File: config.mk
export PLATFORM = sky130hd
export DESIGN_NAME = uart_baud_gen_frac
export DESIGN_NICKNAME = d
export VERILOG_FILES = /design/src/rtl/uart_baud_gen_frac.sv
export SDC_FILE = /design/constraint.sdc
export NUM_CORES = 1
export LEC_CHECK = 0
export ABC_AREA = 1
export BUFFER_PORTS_ARGS = -buffer_cell sky130_fd_sc_hd__buf_2
export CELL_PAD_IN_SITES_DETAIL_PLACEMENT = 1
export CELL_PAD_IN_SITES_GLOBAL_PLACEMENT = 1
export CORE_MARGIN = 4
export CORE_UTILIZATION = 40
export CTS_BUF_LIST = sky130_fd_sc_hd__clkbuf_8
export DETAILED_ROUTE_END_ITERATION = 10
export GPL_ROUTABILITY_DRIVEN = 0
export GPL_TIMING_DRIVEN = 0
export PLACE_DENSITY = 0.83
export SYNTH_ARGS = -nofsm -noshare
export SYNTH_HDL_FRONTEND = slang
export SYNTH_SLANG_ARGS = --single-unit
export TNS_END_PERCENT = 30
File: constraint.sdc
create_clock -name CLK -period 2.7 [get_ports CLK]
set_input_delay 0.27 -clock CLK [delete_from_list [all_inputs] [get_ports CLK]]
set_output_delay 0.27 -clock CLK [all_outputs]
set_load 0.1 [all_outputs]
File: src/rtl/uart_baud_gen_frac.sv
// Fractional UART baud generator: oversample tick, bit tick and phase, with a
// pending-config register that is applied only at safe points so periods never glitch.
module uart_baud_gen_frac #(
  parameter  int DIV_W  = 13,
  parameter  int FRAC_W = 3,
  parameter  int OVS    = 16,
  localparam int OVS_W  = (OVS > 1) ? $clog2(OVS) : 1
) (
  input  logic              CLK,
  input  logic              RESET_N,
  input  logic              EN,
  input  logic [DIV_W-1:0]  BAUD_VAL,
  input  logic [FRAC_W-1:0] BAUD_FRAC,
  input  logic              LOAD,
  input  logic              PHASE_CLR,
  output logic              BAUD_TICK,
  output logic              BIT_TICK,
  output logic [OVS_W-1:0]  PHASE,
  output logic              CFG_PEND
);

  logic [DIV_W:0]    cnt_reg, cnt_next;
  logic [FRAC_W-1:0] acc_reg, acc_next;
  logic [OVS_W-1:0]  phase_reg, phase_next;
  logic              baud_tick_reg, baud_tick_next;
  logic              bit_tick_reg, bit_tick_next;
  logic [DIV_W-1:0]  div_reg, div_next;
  logic [FRAC_W-1:0] frac_reg, frac_next;
  logic [DIV_W-1:0]  pend_div_reg, pend_div_next;
  logic [FRAC_W-1:0] pend_frac_reg, pend_frac_next;
  logic              cfg_pend_reg, cfg_pend_next;

  logic              reload;
  logic              apply;
  logic              phase_wrap;
  logic [FRAC_W:0]   acc_sum;

  always_comb begin
    reload         = (cnt_reg == '0);
    apply          = PHASE_CLR | ~EN | reload;
    phase_wrap     = (phase_reg == OVS_W'(OVS - 1));

    div_next       = div_reg;
    frac_next      = frac_reg;
    pend_div_next  = pend_div_reg;
    pend_frac_next = pend_frac_reg;
    cfg_pend_next  = cfg_pend_reg;

    // A LOAD coinciding with an apply point bypasses the pending registers entirely.
    if (apply) begin
      cfg_pend_next = 1'b0;
      if (LOAD) begin
        div_next  = BAUD_VAL;
        frac_next = BAUD_FRAC;
      end else if (cfg_pend_reg) begin
        div_next  = pend_div_reg;
        frac_next = pend_frac_reg;
      end
    end else if (LOAD) begin
      pend_div_next  = BAUD_VAL;
      pend_frac_next = BAUD_FRAC;
      cfg_pend_next  = 1'b1;
    end

    acc_sum        = {1'b0, acc_reg} + {1'b0, frac_next};

    cnt_next       = cnt_reg;
    acc_next       = acc_reg;
    phase_next     = phase_reg;
    baud_tick_next = 1'b0;
    bit_tick_next  = 1'b0;

    if (PHASE_CLR) begin
      cnt_next   = {1'b0, div_next};
      acc_next   = '0;
      phase_next = '0;
    end else if (!EN) begin
      cnt_next   = cnt_reg;
    end else if (reload) begin
      // Carry out of the fractional accumulator stretches this period by one cycle.
      baud_tick_next = 1'b1;
      acc_next       = acc_sum[FRAC_W-1:0];
      cnt_next       = {1'b0, div_next} + (DIV_W + 1)'(acc_sum[FRAC_W]);
      phase_next     = phase_wrap ? '0 : phase_reg + OVS_W'(1);
      bit_tick_next  = phase_wrap;
    end else begin
      cnt_next       = cnt_reg - (DIV_W + 1)'(1);
    end
  end

  always_ff @(posedge CLK) begin
    if (!RESET_N) begin
      cnt_reg       <= '0;
      acc_reg       <= '0;
      phase_reg     <= '0;
      baud_tick_reg <= 1'b0;
      bit_tick_reg  <= 1'b0;
      div_reg       <= BAUD_VAL;
      frac_reg      <= BAUD_FRAC;
      pend_div_reg  <= '0;
      pend_frac_reg <= '0;
      cfg_pend_reg  <= 1'b0;
    end else begin
      cnt_reg       <= cnt_next;
      acc_reg       <= acc_next;
      phase_reg     <= phase_next;
      baud_tick_reg <= baud_tick_next;
      bit_tick_reg  <= bit_tick_next;
      div_reg       <= div_next;
      frac_reg      <= frac_next;
      pend_div_reg  <= pend_div_next;
      pend_frac_reg <= pend_frac_next;
      cfg_pend_reg  <= cfg_pend_next;
    end
  end

  assign BAUD_TICK = baud_tick_reg;
  assign BIT_TICK  = bit_tick_reg;
  assign PHASE     = phase_reg;
  assign CFG_PEND  = cfg_pend_reg;

endmodule

==> qor.yml <==
outcome:
  status: "finished, violations left"
  violations: "negative setup slack"
worst_setup_path:
  r2r_start: "cnt_reg[5]"
  start_kind: "flip-flop"
  startpoint: "cnt_reg[5]"
  path_class: "reg -> reg"
  crit_slowest_cell: "dfxtp_2"
  path_cells: "nor2_2 > nand2_1 > nor2_4 > nand2_4 > nand2_8 > nand2_8 > a22oi_2 > inv_2 > ha_4 > a21oi_2 > nand2_4 > ha_2 > inv_2 > nor2_4 > nand2_4 > nor2_4 > nand2_1 > nand2_1 > nand3_1 > nand2_1 > nand2_1 > a21oi_2"
  slowest_delay_ns: 0.36
  cpMostUsedCell: "nand2_1"
  critPathCaptureType: "flip-flop"
  cp.arrival_ns: 3.16
  cp_max_fo: 6
  critPathRequiredTime_ns: 2.95
cells_and_area:
  utilization_pct: 50.8
  area_growth_pct: 23.5
  finalNetCount: 598
  antenna_cells: 0
  stdcell_count: 675
  final_area_um2: 4200
  drive_gt1_share_pct: 24.6
  largest_register_ffs: 14
timing:
  period_needed_ns: 2.92
  slew_headroom_pct: 53.6
  maxSlewViolCount: 0
  finalSetupViolCount: 11
  hold_violations: 0
  rsz0062_at_grt: "true"
  setup_tns_ns: -1.71
  setup_slack_ns: -0.216
  timing.fmax_ghz: 0.343
  fin_worst_skew_ns: 0.00560
  tightestPinTransition_ns: 0.696
  finalCritPeriodShare_pct: 108
  whs_ns: 0.187
global_route:
  grt_pass1_vias: 3833
  grt_max_degree: 18
  grt_first_pass_wirelength_um: 18400
  grt_usage_pct: 22.8
  overflow: 0
  antenna_found_initial: 0
synthesis:
  ys_types: 42
  yosysMostFrequentCell: "nand2_1"
  yosysWarnings: 0
  synthTopCellsByCount: "nand2_1 (109), inv_1 (62), o21ai_0 (60)"
  synth_cells: 506
  yosysTopAreaCellShare_pct: 33.0
  yosysSeqAreaShare_pct: 33.0
  yosysTopAreaCell: "dfxtp_1"
  syn-num-nets: 535
  synth_top_flop_cell: "dfxtp_1"
  syn_area_um2: 3400
  synth_area_per_cell_um2: 6.72
  yosys_register_bits: 56
  synthArstFlopShare_pct: 0
  synth_area_leaders: "dfxtp_1 (33%), nand2_1 (12%), o21ai_0 (8.8%)"
  synth_edf_count: 0
pwr:
  p_per_area_nw_per_um2: 534
  vdd_drop_max_mv: 0.299
  power_leakage_nw: 1.83
placed_design:
  placed_area_um2: 3720
  dp_cells: 637
  dp_hpwl_um: 7970
  portBuffers: 26
clock_tree:
  clk_transition_reported_paths_ns: 0.12
  insertion_delay_ns: 0.32
  clk_path_buf_depth: 2
  cts-root-buf: "clkbuf_8"
  cts_hold_buf: 0
  htree_levels: 2
  cts.sinks: 56
  cts_tree: "built"
  cts_made_buffers: 5
die:
  io_pins: 28
  num_rows: 33
  die_area_um2: 10000
  die_w_um: 100
  core_um2: 8260
  die_h_um: 100
  start_util_pct: 41.2
route:
  drtAntennaViolNets: 0
  drt-pass1-iter-count: 5
  drtIter0Drc: 126
  via_per_inst: 5.45
  wl_per_cell_um: 17.4
  wirelength_um: 11800
  route.detailed.drc: 0
  via_count: 3681
hold_path:
  worstHoldStart: "BAUD_VAL[6]"
  hp-class: "in -> reg"
flow_run:
  drv_cap: 0
-- final timing paths --
check,end,slack [ns],depth (start not counted)
setup / recovery,cnt_reg[12],-0.22,22
setup reg to reg,cnt_reg[12],-0.22,22
hold / removal,div_reg[6],0.19,3
hold reg to reg,pend_frac_reg[2],0.46,2
-- per-layer routing --
| metal | share of wire (%) | GRT usage [%] | wire length, um |
|---|---|---|---|
| met5 | 0 | 0 | 0 |
| met2 | 50 | 39.0 | 5840 |
| met4 | 2.3 | 7.25 | 274 |
| met1 | 44 | 29.5 | 5230 |
| met3 | 3.6 | 3.13 | 428 |
-- report_power, final --
part	internal [W]	switching [W]	leakage (nW)
registers	0.000893	0.0000466	0.464
clock network	0.000212	0.000316	0.0516
logic	0.000282	0.000493	1.32
-- stage by stage --
stage | total power (W) | worst slack, ns
after floorplan | 0.00141 | 0.00148
after global placement | 0.00156 | -0.500
after detailed placement | 0.00159 | -0.601
after CTS | 0.00218 | -0.254
after global routing | 0.00237 | -0.393
final | 0.00224 | -0.216
-- what timing repair did --
| action | 4_1_cts | 5_1_grt |
|---|---|---|
| setup endpoints to repair | 14 | 14 |
| gates resized for setup | 24 | 21 |
| setup buffers | 21 | 11 |
| pin swaps | 13 | 21 |
-- cell usage in the layout (no fill, tap or decap), types with 6 or more instances in the layout --
| master | count |
|---|---|
| inv_1 | 55 |
| nor2_4 | 7 |
| clkbuf_8 | 6 |
| nand3_2 | 6 |
| buf_2 | 31 |
| nand2_2 | 6 |
| nand3_1 | 30 |
| dfxtp_1 | 50 |
| a21oi_1 | 31 |
| o21ai_0 | 58 |
| mux2i_1 | 7 |
| nor2_1 | 38 |
| o22ai_1 | 7 |
| clkbuf_1 | 12 |
| nand2_4 | 6 |
| xor2_1 | 7 |
| nand2_1 | 105 |
| inv_2 | 10 |
| buf_4 | 31 |
-- final cells by class --
type / instances / area, um2
fill: 1092 / 4060
multi-input combinational: 362 / 2120
sequential: 56 / 1130
timing repair buffer: 58 / 374
inverter: 66 / 248
tap: 105 / 131
buffer: 20 / 96.3
clock buffer: 6 / 82.6
clock inverter: 2 / 13.8
-- worst max-delay path, delay by kind of cell (launching register included) --
family,cells,cell delay (ns)
AOI/OAI and AO/OA,3,0.40
buffers and inverters,2,0.11
and+or+nand+nor,15,1.48
adders and majority gates,2,0.47
DFF,1,0.36
-- logic make-up (layout without fill, tap and decap cells) --
logic type               Yosys count  count (layout)  share of synthesized area [%]
flip-flops                        56              56                           33.0
adder cells (fa/ha/maj)            8               8                           3.17
AO/OA/AOI/OAI                    123             123                           19.8
XOR/XNOR                           8               8                           2.06
AND/OR/NAND/NOR                  216             216                           29.4
buffers and inverters             88             152                           10.5
multiplexers                       7               7                           2.06
No activity file was read; power rests on OpenSTA's default activity.
